File: src/rtl/m92_pkg.sv
// Shared types and helpers for the V33 CPU SDRAM responder.
package m92_pkg;

  typedef enum logic [1:0] {
    IDLE     = 2'd0,
    SDR_WAIT = 2'd1,
    RELEASE  = 2'd2
  } responder_state_t;

  // Width of a 16-bit word address within the 25-bit SDRAM byte space.
  localparam int unsigned SDR_WORD_AW = 24;

  // Replace the bytes of old_word selected by be with those of new_word.
  function automatic logic [15:0] byte_merge(input logic [15:0] old_word,
                                             input logic [15:0] new_word,
                                             input logic [1:0]  be);
    logic [15:0] merged;
    merged       = old_word;
    if (be[0]) merged[7:0]  = new_word[7:0];
    if (be[1]) merged[15:8] = new_word[15:8];
    return merged;
  endfunction

endpackage

File: src/rtl/cpu_sdr_responder_if.sv
// CPU bus and SDRAM arbiter signals seen by the SDRAM responder.
interface cpu_sdr_responder_if;
  // CPU side and address translator
  logic        mem_rd;
  logic        mem_wr;
  logic [1:0]  cpu_be;
  logic [15:0] cpu_dout;
  logic        ram_rom_memrq;
  logic        writable;
  logic [24:0] sdr_addr;
  logic [15:0] cpu_din;
  logic        cpu_ready;
  logic        write_blocked;
  // SDRAM arbiter side
  logic        sdr_req;
  logic        sdr_ack;
  logic        sdr_we;
  logic [24:0] sdr_req_addr;
  logic [15:0] sdr_wdata;
  logic [1:0]  sdr_be;
  logic [15:0] sdr_rdata;

  // The responder
  modport slave (
    input  mem_rd, mem_wr, cpu_be, cpu_dout, ram_rom_memrq, writable, sdr_addr,
    input  sdr_ack, sdr_rdata,
    output cpu_din, cpu_ready, write_blocked,
    output sdr_req, sdr_we, sdr_req_addr, sdr_wdata, sdr_be
  );

  // CPU bus plus arbiter, as seen from outside the responder
  modport master (
    output mem_rd, mem_wr, cpu_be, cpu_dout, ram_rom_memrq, writable, sdr_addr,
    output sdr_ack, sdr_rdata,
    input  cpu_din, cpu_ready, write_blocked,
    input  sdr_req, sdr_we, sdr_req_addr, sdr_wdata, sdr_be
  );
endinterface

File: src/rtl/cpu_word_cache.sv
// Single-word read cache with byte-enabled write-through update.
module cpu_word_cache
  import m92_pkg::*;
#(
  parameter bit CACHE_EN = 1'b1
) (
  input  logic                   clk_sys,
  input  logic                   reset,
  input  logic [SDR_WORD_AW-1:0] lookup_tag,
  output logic                   hit,
  output logic [15:0]            rd_data,
  input  logic                   fill_en,
  input  logic [SDR_WORD_AW-1:0] fill_tag,
  input  logic [15:0]            fill_data,
  input  logic                   upd_en,
  input  logic [SDR_WORD_AW-1:0] upd_tag,
  input  logic [1:0]             upd_be,
  input  logic [15:0]            upd_data
);

  logic                   valid_q;
  logic [SDR_WORD_AW-1:0] tag_q;
  logic [15:0]            data_q;

  // Fill on read completion; merge write bytes only into a matching valid line.
  always_ff @(posedge clk_sys) begin
    if (reset) begin
      valid_q <= 1'b0;
      tag_q   <= '0;
      data_q  <= '0;
    end else if (fill_en && CACHE_EN) begin
      valid_q <= 1'b1;
      tag_q   <= fill_tag;
      data_q  <= fill_data;
    end else if (upd_en && valid_q && (tag_q == upd_tag)) begin
      data_q  <= byte_merge(data_q, upd_data, upd_be);
    end
  end

  // Lookup is combinational so the responder can answer in the cycle after accept.
  always_comb begin
    hit     = CACHE_EN && valid_q && (tag_q == lookup_tag);
    rd_data = data_q;
  end

endmodule

File: src/rtl/cpu_sdr_responder.sv
// Services SDRAM-decoded V33 bus cycles via a toggle handshake to the arbiter.
module cpu_sdr_responder
  import m92_pkg::*;
#(
  parameter bit CACHE_EN = 1'b1
) (
  input  logic                clk_sys,
  input  logic                reset,
  cpu_sdr_responder_if.slave  bus
);

  responder_state_t state_q;

  logic [15:0] cpu_din_q;
  logic        cpu_ready_q;
  logic        write_blocked_q;
  logic        sdr_req_q;
  logic        sdr_we_q;
  logic [24:0] sdr_req_addr_q;
  logic [15:0] sdr_wdata_q;
  logic [1:0]  sdr_be_q;

  logic        req_fire;
  logic        ack_match;
  logic        sdr_done;
  logic        cache_hit;
  logic [15:0] cache_data;
  logic        unused_addr_lsb;

  // Byte address bit 0 is irrelevant to 16-bit word accesses.
  assign unused_addr_lsb = bus.sdr_addr[0];

  // Request qualification and handshake completion.
  always_comb begin
    req_fire  = (bus.mem_rd | bus.mem_wr) & bus.ram_rom_memrq;
    ack_match = (bus.sdr_ack == sdr_req_q);
    sdr_done  = (state_q == SDR_WAIT) && ack_match;
  end

  cpu_word_cache #(
    .CACHE_EN (CACHE_EN)
  ) u_cache (
    .clk_sys    (clk_sys),
    .reset      (reset),
    .lookup_tag (bus.sdr_addr[24:1]),
    .hit        (cache_hit),
    .rd_data    (cache_data),
    .fill_en    (sdr_done && !sdr_we_q),
    .fill_tag   (sdr_req_addr_q[24:1]),
    .fill_data  (bus.sdr_rdata),
    .upd_en     (sdr_done && sdr_we_q),
    .upd_tag    (sdr_req_addr_q[24:1]),
    .upd_be     (sdr_be_q),
    .upd_data   (sdr_wdata_q)
  );

  // Transaction FSM: accept in IDLE, wait for ack, hold until strobes drop.
  always_ff @(posedge clk_sys) begin
    if (reset) begin
      state_q         <= IDLE;
      cpu_din_q       <= '0;
      cpu_ready_q     <= 1'b0;
      write_blocked_q <= 1'b0;
      sdr_req_q       <= 1'b0;
      sdr_we_q        <= 1'b0;
      sdr_req_addr_q  <= '0;
      sdr_wdata_q     <= '0;
      sdr_be_q        <= '0;
    end else begin
      cpu_ready_q     <= 1'b0;
      write_blocked_q <= 1'b0;
      case (state_q)
        IDLE: begin
          if (req_fire) begin
            if (bus.mem_wr && !bus.writable) begin
              cpu_ready_q     <= 1'b1;
              write_blocked_q <= 1'b1;
              state_q         <= RELEASE;
            end else if (!bus.mem_wr && cache_hit) begin
              cpu_din_q   <= cache_data;
              cpu_ready_q <= 1'b1;
              state_q     <= RELEASE;
            end else begin
              sdr_req_addr_q <= {bus.sdr_addr[24:1], 1'b0};
              sdr_we_q       <= bus.mem_wr;
              sdr_wdata_q    <= bus.cpu_dout;
              sdr_be_q       <= bus.mem_wr ? bus.cpu_be : 2'b11;
              sdr_req_q      <= ~sdr_req_q;
              state_q        <= SDR_WAIT;
            end
          end
        end
        SDR_WAIT: begin
          if (ack_match) begin
            cpu_ready_q <= 1'b1;
            if (!sdr_we_q) cpu_din_q <= bus.sdr_rdata;
            state_q     <= RELEASE;
          end
        end
        RELEASE: begin
          if (!bus.mem_rd && !bus.mem_wr) state_q <= IDLE;
        end
        default: state_q <= IDLE;
      endcase
    end
  end

  assign bus.cpu_din       = cpu_din_q;
  assign bus.cpu_ready     = cpu_ready_q;
  assign bus.write_blocked = write_blocked_q;
  assign bus.sdr_req       = sdr_req_q;
  assign bus.sdr_we        = sdr_we_q;
  assign bus.sdr_req_addr  = sdr_req_addr_q;
  assign bus.sdr_wdata     = sdr_wdata_q;
  assign bus.sdr_be        = sdr_be_q;

endmodule

File: src/flat_wrapper.sv
// flat-port wrapper written by rule: the top's interface ports become plain ports
module cpu_sdr_responder_flat import m92_pkg::*;
#(
  parameter bit CACHE_EN = 1'b1
)
  (clk_sys, reset, bus_mem_rd, bus_mem_wr, bus_cpu_be, bus_cpu_dout, bus_ram_rom_memrq, bus_writable, bus_sdr_addr, bus_sdr_ack, bus_sdr_rdata, bus_cpu_din, bus_cpu_ready, bus_write_blocked, bus_sdr_req, bus_sdr_we, bus_sdr_req_addr, bus_sdr_wdata, bus_sdr_be);
  cpu_sdr_responder_if bus_i ();
  input  logic clk_sys;
  input  logic reset;
  input wire logic [$bits(bus_i.mem_rd)-1:0] bus_mem_rd;
  input wire logic [$bits(bus_i.mem_wr)-1:0] bus_mem_wr;
  input wire logic [$bits(bus_i.cpu_be)-1:0] bus_cpu_be;
  input wire logic [$bits(bus_i.cpu_dout)-1:0] bus_cpu_dout;
  input wire logic [$bits(bus_i.ram_rom_memrq)-1:0] bus_ram_rom_memrq;
  input wire logic [$bits(bus_i.writable)-1:0] bus_writable;
  input wire logic [$bits(bus_i.sdr_addr)-1:0] bus_sdr_addr;
  input wire logic [$bits(bus_i.sdr_ack)-1:0] bus_sdr_ack;
  input wire logic [$bits(bus_i.sdr_rdata)-1:0] bus_sdr_rdata;
  output wire logic [$bits(bus_i.cpu_din)-1:0] bus_cpu_din;
  output wire logic [$bits(bus_i.cpu_ready)-1:0] bus_cpu_ready;
  output wire logic [$bits(bus_i.write_blocked)-1:0] bus_write_blocked;
  output wire logic [$bits(bus_i.sdr_req)-1:0] bus_sdr_req;
  output wire logic [$bits(bus_i.sdr_we)-1:0] bus_sdr_we;
  output wire logic [$bits(bus_i.sdr_req_addr)-1:0] bus_sdr_req_addr;
  output wire logic [$bits(bus_i.sdr_wdata)-1:0] bus_sdr_wdata;
  output wire logic [$bits(bus_i.sdr_be)-1:0] bus_sdr_be;
  assign bus_i.mem_rd = bus_mem_rd;
  assign bus_i.mem_wr = bus_mem_wr;
  assign bus_i.cpu_be = bus_cpu_be;
  assign bus_i.cpu_dout = bus_cpu_dout;
  assign bus_i.ram_rom_memrq = bus_ram_rom_memrq;
  assign bus_i.writable = bus_writable;
  assign bus_i.sdr_addr = bus_sdr_addr;
  assign bus_i.sdr_ack = bus_sdr_ack;
  assign bus_i.sdr_rdata = bus_sdr_rdata;
  assign bus_cpu_din = bus_i.cpu_din;
  assign bus_cpu_ready = bus_i.cpu_ready;
  assign bus_write_blocked = bus_i.write_blocked;
  assign bus_sdr_req = bus_i.sdr_req;
  assign bus_sdr_we = bus_i.sdr_we;
  assign bus_sdr_req_addr = bus_i.sdr_req_addr;
  assign bus_sdr_wdata = bus_i.sdr_wdata;
  assign bus_sdr_be = bus_i.sdr_be;
  cpu_sdr_responder #(.CACHE_EN(CACHE_EN)) u_core (.clk_sys(clk_sys), .reset(reset), .bus(bus_i));
endmodule
File: config.mk
export PLATFORM = sky130hd
export DESIGN_NAME = cpu_sdr_responder_flat
export DESIGN_NICKNAME = d
export VERILOG_FILES = /design/src/rtl/m92_pkg.sv /design/src/rtl/cpu_sdr_responder_if.sv /design/src/rtl/cpu_word_cache.sv /design/src/rtl/cpu_sdr_responder.sv /design/src/flat_wrapper.sv
export SDC_FILE = /design/constraint.sdc
export NUM_CORES = 1
export LEC_CHECK = 0
export ABC_AREA = 0
export CORE_UTILIZATION = 56
export CTS_BUF_LIST = sky130_fd_sc_hd__clkbuf_8
export DETAILED_ROUTE_END_ITERATION = 10
export GPL_ROUTABILITY_DRIVEN = 1
export PLACE_DENSITY = 0.89
export SLEW_MARGIN = 20
export SYNTH_ARGS = -nofsm -noshare
export SYNTH_HDL_FRONTEND = slang
export SYNTH_SLANG_ARGS = --single-unit
File: constraint.sdc
create_clock -name clk_sys -period 5.7 [get_ports clk_sys]
set_input_delay 1.14 -clock clk_sys [delete_from_list [all_inputs] [get_ports clk_sys]]
set_output_delay 1.14 -clock clk_sys [all_outputs]
set_load 0.01 [all_outputs]
# After elaboration in Yosys (flattened, before gate mapping)
# Cells that the tools add are included.
[op_classes]
n_eq_ne = 11
n_mux = 23
bitwise_logic = 7
reduce_logical = 24
[ops]
columns = ["cell", "count"]
rows = [
  ["$mux W16", 7],
  ["$eq A24 B24 Y1", 2],
  ["$pmux W16 S2", 1],
  ["$mux W8", 2],
  ["$mux W2", 6],
  ["$logic_and A1 B1 Y1", 9],
  ["$ne A2 B1 Y1 const B", 4],
  ["$reduce_bool A2 Y1", 4],
  ["$pmux W2 S3", 1],
  ["$reduce_and A6 Y1", 1],
  ["$mux W1", 5],
  ["$not A1 Y1", 5],
  ["$logic_not A1 Y1", 4],
  ["$ne A2 B2 Y1 const B", 2],
  ["$reduce_and A2 Y1", 2],
  ["$reduce_and A4 Y1", 1],
  ["$reduce_and A3 Y1", 1],
  ["$reduce_or A3 Y1", 1],
  ["$eq A2 B1 Y1 const B", 1],
  ["$eq A2 B2 Y1 const B", 1],
  ["$logic_not A2 Y1", 1],
  ["$pmux W1 S2", 1],
  ["$and A1 B1 Y1", 1],
  ["$eq A1 B1 Y1", 1],
  ["$or A1 B1 Y1", 1],
]
[totals]
register_bits = 105
inputBits = 66
out_inout_bits = 63
elab_cells = 78

# Depth between registers and ports, before layout
# Gate-level depths: netlist of run 1.
[logic_depth]
ltp_word = 7
depth_mapped = 6

# By module
# From an unflattened synthesis of run 1, not the netlist that was laid out.
[hier_totals]
hier_cells = 518
hier_area_um2 = 5185.0
[by_module_without_submodules]
columns = ["module", "instances", "cells_per_inst", "area_each_um2", "seq_area_each_um2"]
rows = [
  ["cpu_sdr_responder", 1, 295, 2934.1, 1281.2],
  ["cpu_word_cache", 1, 223, 2250.9, 820.8],
]

# Least setup slack after synthesis of run 1
# Ideal clock, no wire load.
[synth_timing]
path_kind = "input-to-reg"
from = "input port bus_sdr_addr[5]"
to = "register u_core.cpu_din_q[10], in the netlist u_core.bus.cpu_din[10]"
setup_time_ns = 0.121
arrival_time_ns = 2.587
t_required_ns = 5.579
setup_slack_ns = 2.992
stages = 6
path_buffers = 1
cell_sequence = "xnor2_1 nand4_1 nor4_4 a31oi_4 buf_6 mux2_4"
[synth_between]
elab_chain_len = 5
[synth_lines]
columns = ["item", "line_no", "text"]
rows = [
  ["start: declaration", "flat_wrapper.sv:16", "input wire logic [$bits(bus_i.sdr_addr)-1:0] bus_sdr_addr;"],
  ["$eq A24 B24 Y1", "cpu_word_cache.sv:42", "hit = CACHE_EN && valid_q && (tag_q == lookup_tag);"],
  ["$logic_and A1 B1 Y1", "cpu_word_cache.sv:42", ""],
  ["$logic_and A1 B1 Y1", "cpu_sdr_responder.sv:79", "end else if (!bus.mem_wr && cache_hit) begin"],
  ["$ne A2 B1 Y1 (no line)", "n/a", ""],
  ["$reduce_and A6 Y1 (no line)", "n/a", ""],
  ["end signal: assignment", "cpu_sdr_responder.sv:80", "cpu_din_q <= cache_data;"],
  ["end signal: assignment", "cpu_sdr_responder.sv:96", "if (!sdr_we_q) cpu_din_q <= bus.sdr_rdata;"],
  ["end: declaration", "cpu_sdr_responder.sv:14", "logic [15:0] cpu_din_q;"],
]
# No other way between the ends.
# A chain may end at the register's enable or synchronous reset.

# Final worst setup path of run 1
[layout_timing]
from = "input port bus_sdr_addr[20]"
to = "register u_core.sdr_req_q, in the netlist u_core.bus.sdr_req"
[layout_between]
elab_chain_len = 5
[layout_lines]
columns = ["item", "line_no", "text"]
rows = [
  ["$eq A24 B24 Y1", "cpu_word_cache.sv:42", ""],
  ["$logic_and A1 B1 Y1", "cpu_word_cache.sv:42", ""],
  ["$logic_and A1 B1 Y1", "cpu_sdr_responder.sv:79", ""],
  ["$not A1 Y1 (no line)", "n/a", ""],
  ["$reduce_and A4 Y1 (no line)", "n/a", ""],
  ["end signal: assignment", "cpu_sdr_responder.sv:88", "sdr_req_q <= ~sdr_req_q;"],
  ["end: declaration", "cpu_sdr_responder.sv:17", "logic sdr_req_q;"],
]
# No other way between the ends.

==> impl_metrics.ini, run 1 <==
[min_path]
hold_class = flip-flop to flip-flop
hold_path_end = u_core.u_cache.tag_q[14]$_SDFFE_PP0P_
hold_start = u_core.u_cache.tag_q[14]$_SDFFE_PP0P_
holdPathStages = 2

[power_and_ir_drop]
clock_power_share = 0.310
p_per_area_nw_per_um2 = 224
power_switching_mw = 0.426
p_sw_frac = 0.277
p_total_mw = 1.54
ir_worst_vdd_uv = 157
power_frac_comb = 0.179
power_leakage_nw = 2.38
seqPwrFrac = 0.511
internal_power_mw = 1.11

[placement]
pre_cts_slack_ps = 1810
place_hpwl_um = 9100
place_inst = 817
gp_congestion = 0.849
portBuffers = 126
placed_area_um2 = 6670

[logic_synthesis]
syn_inst = 594
syn-num-nets = 660
yosys_warnings = 0
avgSynthCellArea_um2 = 9.03
ys_types = 36
ys_seq_elements = 105
synth_edf_count = 0
ys_seq_area_frac = 0.392
async_reset_ff_frac = 0
ys.flop_type = dfxtp_1
syn-cell-area_um2 = 5360

[global_routing]
grt_pass1_wl_um = 21300
grt_pass1_vias = 4475
antenna_found_initial = 0
grt_overflow = 0
grt_max_degree = 123
grt_use_total = 0.270

[setup_path]
crit_type = primary input to flip-flop
worst-path-max-fanout = 29
r2r-start = u_core.state_q[0]$_SDFFE_PP0P_
reg2reg_depth = 5
r2r_end = u_core.u_cache.rd_data[8]$_SDFFE_PP0P_
worst_ep_required_time_ps = 5960
cp-end-kind = flip-flop
critPathLaunchType = primary input
cp.arrival_ps = 3830
r2r_slack_ps = 2980

[cells_and_area]
most-common-layout-cells = clkdlybuf4s50_1, dfxtp_1, nand2b_1, nand2_1, mux2i_1
nNetsFinal = 765
nFillCells = 649
post-route-util = 0.744
areaGrowthSynthToFinish_pct = 28.2
finalInstanceArea_um2 = 6880
layout_commonest_cell = clkdlybuf4s50_1
antenna_cells = 0
drive_gt1_frac = 0.0938
fin_cells = 833

[clocking]
cts_buffer_depth = 2
insertion_delay_ps = 370
cts_setup_buffers = 0
cts_hold_buffers = 0
clock-sinks = 105
clk_pin_slew_ps = 100
cts_resized = 0
cts_root_buf = clkbuf_8
cts_made_buffers = 9
htreeDepth = 3
cts_tree = built

[sta]
worst_pin_slew_ps = 975
finalHoldViolCount = 0
fmax_mhz = 280
setup-tns-final_ps = 0
fin_ws_ps = 2130
fin_crit_ps = 3570
holdWs_ps = 502
slew_headroom = 0.350
setup_viol_count_final = 0
rsz0062_at_grt = no
clock_skew_ps = 11.9
period_share = 0.626
final-max-slew-violation-count = 0

[floorplanning]
start_util = 0.581
coreArea_um2 = 9240
fp-row-count = 35
fp.dieW_um = 99.9
ios = 129
dieHeight_um = 99.9
die_area_um2 = 9970

[routing]
ant_nets = 0
num_vias = 4437
wl_per_cell_um = 15.7
drt_pass1_iterations = 4
initialDrtViolationCount = 159
wl_um = 13100
drc = 0
viasPerCell = 5.33

[flow_run]
drv_cap = 0

[status]
status = finished, final reports clean
==> flip-flops by register name, indices dropped and copies added (netlist names) <==
| name | cells |
|---|---|
| u_core.bus.sdr_req_addr | 24 |
| u_core.u_cache.tag_q | 24 |
| u_core.bus.cpu_din | 16 |
| u_core.bus.sdr_wdata | 16 |
| u_core.u_cache.rd_data | 16 |
| u_core.bus.sdr_be | 2 |
| u_core.state_q | 2 |
| u_core.bus.cpu_ready | 1 |
| u_core.bus.sdr_req | 1 |
| u_core.bus.sdr_we | 1 |
| u_core.bus.write_blocked | 1 |
| u_core.u_cache.valid_q | 1 |
==> worst max-delay path, cell delays in order <==
cell	delay, ps
clkdlybuf4s50_1	440
xnor2_1	320
nand4_1	210
nor4_4	660
a21oi_4	330
buf_4	400
mux2_2	320
==> synth_stat cells, types with 2 or more instances <==
library cell | number | area (µm²)
nand2_1 | 84 | 315
mux2i_1 | 57 | 571
dfxtp_1 | 105 | 2100
a31oi_2 | 2 | 25.0
buf_2 | 10 | 50.1
nor2b_1 | 34 | 213
mux2_4 | 10 | 150
or3_2 | 2 | 15.0
buf_1 | 2 | 7.51
clkbuf_1 | 22 | 82.6
nor3_2 | 2 | 20.0
nand2b_1 | 84 | 526
nor3_1 | 3 | 15.0
a21oi_1 | 41 | 205
nand3_1 | 6 | 30.0
nor2_1 | 26 | 97.6
mux2_2 | 24 | 270
a41oi_1 | 2 | 17.5
or3_1 | 3 | 18.8
nand4_1 | 11 | 68.8
xnor2_1 | 49 | 429
==> logic make-up (layout without fill, tap and decap cells) <==
group / count (synthesis) / count (layout) / share of synthesized area
flip-flops: 105 / 105 / 0.392
multiplexers: 91 / 91 / 0.185
XOR/XNOR: 50 / 50 / 0.0816
other: 1 / 1 / 0.000699
AND/OR/NAND/NOR: 258 / 258 / 0.252
AO/OA/AOI/OAI: 52 / 52 / 0.0586
buffers and inverters: 37 / 147 / 0.0303
==> routing by layer <==
layer | vias to the layer above | GRT usage | wire (µm)
li1 | 2166 | - | -
met1 | 2121 | 0.326 | 5540
met2 | 124 | 0.466 | 6440
met3 | 26 | 0.0522 | 669
met4 | 0 | 0.123 | 433
met5 | - | 0 | 0
==> power groups by stage <==
stage / combinational (mW) / clock [mW] / sequential [mW]
after floorplan: 0.142 / 0 / 0.806
after global placement: 0.268 / 0 / 0.801
after detailed placement: 0.274 / 0 / 0.802
after CTS: 0.276 / 0.481 / 0.786
after global routing: 0.296 / 0.516 / 0.790
final: 0.275 / 0.478 / 0.786
==> final cells by class <==
class                           instances  area (µm²)  share of cell area
Timing Repair Buffer                  130        1290               0.187
Clock inverter                          7        78.8              0.0115
Clock buffer                            9         124              0.0180
Sequential cell                       105        2100               0.306
Tap cell                              129         161              0.0235
Multi-Input combinational cell        452        3120               0.454
Inverter                                1        3.75            0.000546
==> how the worst max path moves through the flow <==
stage | start | endpoint | slack, ps
4_1_cts | bus_sdr_addr[20] | u_core.bus.sdr_req$_SDFFE_PP0P_ | 2140
6_report | bus_sdr_addr[20] | u_core.bus.sdr_req$_SDFFE_PP0P_ | 2130
2_1_floorplan | bus_sdr_addr[5] | u_core.bus.cpu_din[10]$_SDFFE_PP0P_ | 2990
3_3_place_gp | bus_sdr_addr[20] | u_core.bus.sdr_req$_SDFFE_PP0P_ | 1910
5_1_grt | bus_sdr_addr[20] | u_core.bus.sdr_req$_SDFFE_PP0P_ | 2000
3_5_place_dp | bus_sdr_addr[20] | u_core.bus.sdr_req$_SDFFE_PP0P_ | 1810
Power figures use the tool's default switching activity.
==> inputs of run 2 (changes only) <==
--- a/config.mk
+++ b/config.mk
@@ -6,11 +6,11 @@
 export NUM_CORES = 1
 export LEC_CHECK = 0
 export ABC_AREA = 0
-export CORE_UTILIZATION = 56
+export CORE_UTILIZATION = 52
 export CTS_BUF_LIST = sky130_fd_sc_hd__clkbuf_8
 export DETAILED_ROUTE_END_ITERATION = 10
 export GPL_ROUTABILITY_DRIVEN = 1
-export PLACE_DENSITY = 0.89
+export PLACE_DENSITY = 0.83
 export SLEW_MARGIN = 20
 export SYNTH_ARGS = -nofsm -noshare
 export SYNTH_HDL_FRONTEND = slang
==> constraint.sdc (replaced) <==
create_clock -name clk_sys -period 3.7 [get_ports clk_sys]
set_input_delay 0.74 -clock clk_sys [delete_from_list [all_inputs] [get_ports clk_sys]]
set_output_delay 0.74 -clock clk_sys [all_outputs]
set_load 0.01 [all_outputs]
==> run 2 against run 1 <==
  * Core utilization decreased by 4.3 points
  * Setup slack got worse by 1200 ps
  * Wire length decreased by 1.3%
  * Worst hold slack improved by 2.4 ps
  * Total power increased by 52%
  * Via count decreased by 0.63%
  * Critical path depth decreased by 1
  * Critical endpoint is now u_core.bus.sdr_wdata[13]$_SDFFE_PP0P_
==> impl_metrics.ini, run 2 (synthesis results as in run 1) <==
[setup_path]
worst_ep_required_time_ps = 3990
crit_type = primary input to flip-flop
cp-end-kind = flip-flop
cp.arrival_ps = 3020
worst-path-max-fanout = 27
critPathLaunchType = primary input

[sta]
fin_crit_ps = 2740
final-max-slew-violation-count = 0
setup_viol_count_final = 0
setup-tns-final_ps = 0
fmax_mhz = 365
period_share = 0.740
rsz0062_at_grt = no
holdWs_ps = 504
slew_headroom = 0.400
finalHoldViolCount = 0
clock_skew_ps = 11.2
worst_pin_slew_ps = 896

[global_routing]
grt_pass1_wl_um = 21100
grt_use_total = 0.241
antenna_found_initial = 0
grt_overflow = 0
grt_pass1_vias = 4316
grt_max_degree = 84

[cells_and_area]
antenna_cells = 0
nNetsFinal = 769
nFillCells = 756
fin_cells = 841
areaGrowthSynthToFinish_pct = 29.0
layout_commonest_cell = clkdlybuf4s50_1
most-common-layout-cells = clkdlybuf4s50_1, dfxtp_1, nand2b_1, nand2_1, mux2i_1
drive_gt1_frac = 0.0960
finalInstanceArea_um2 = 6920

[routing]
num_vias = 4409
ant_nets = 0
drt_pass1_iterations = 4
drc = 0
initialDrtViolationCount = 219
wl_um = 12900
wl_per_cell_um = 15.4
viasPerCell = 5.24

[clocking]
clock-sinks = 105
cts_tree = built
cts_root_buf = clkbuf_8
clk_pin_slew_ps = 100
cts_buffer_depth = 2
cts_resized = 0
htreeDepth = 3
insertion_delay_ps = 360
cts_made_buffers = 9
cts_setup_buffers = 0
cts_hold_buffers = 0

[floorplanning]
ios = 129
coreArea_um2 = 9860
dieHeight_um = 104
start_util = 0.544
fp-row-count = 36
die_area_um2 = 10700
fp.dieW_um = 104

[power_and_ir_drop]
power_leakage_nw = 2.41
p_per_area_nw_per_um2 = 339
ir_worst_vdd_uv = 221

[placement]
portBuffers = 126
place_hpwl_um = 9230
placed_area_um2 = 6730
place_inst = 825
gp_congestion = 0.839

[status]
status = finished, final reports clean

[flow_run]
drv_cap = 0

[min_path]
hold_class = flip-flop to flip-flop
-- run 2: cell types whose count changed in the layout (fill, tap and decap cells not counted), sizes merged --
cell,before,now
clkinv,5,3
buf,5,9
clkinvlp,0,1
inv,2,3
-- run 2: layout make-up --
class                      count  area (µm²)  area share
multi-input combinational    452        3120       0.450
sequential                   105        2100       0.304
timing repair buffer         134        1340       0.194
tap                          133         166      0.0241
clock buffer                   9         124      0.0179
clock inverter                 7        63.8     0.00922
inverter                       1        3.75    0.000542
-- run 2: worst max-delay path, stage by stage --
cell	delay, ps
clkdlybuf4s50_1	510
mux2_2	280
nand3_1	230
a21oi_4	690
buf_12	310
mux2i_1	230
-- run 2: worst paths after layout --
check,start,end,slack [ps],cells after the start
worst max-delay path,bus_mem_wr,u_core.bus.sdr_wdata[13]$_SDFFE_PP0P_,960,6
worst max register to register,u_core.state_q[0]$_SDFFE_PP0P_,u_core.u_cache.rd_data[15]$_SDFFE_PP0P_,1270,6
worst min register to register,u_core.bus.sdr_wdata[2]$_SDFFE_PP0P_,u_core.bus.sdr_wdata[2]$_SDFFE_PP0P_,500,2
worst min-delay path,u_core.bus.sdr_wdata[2]$_SDFFE_PP0P_,u_core.bus.sdr_wdata[2]$_SDFFE_PP0P_,500,2
-- run 2: power breakdown --
part	total, mW	switching [mW]	internal, mW	leakage [nW]
combinational	0.427	0.196	0.231	1.46
sequential	1.21	0.0435	1.17	0.851
clock	0.705	0.397	0.308	0.102
total	2.34	0.637	1.71	2.41
-- run 2: metal layers --
layer  routed length, µm  global-route usage  vias to the layer above
li1                    -                   -                     2177
met1                5880               0.316                     2078
met2                6090               0.396                      130
met3                 634              0.0352                       24
met4                 311               0.104                        0
met5                   0                   0                        -
-- run 2: stage by stage --
step	total power, mW	setup WS, ps	utilization
floorplan	1.46	1390	-
global placement	1.65	709	0.682
detailed placement	1.66	598	0.682
CTS	2.35	980	0.701
global route	2.44	812	0.701
finish	2.34	963	0.701
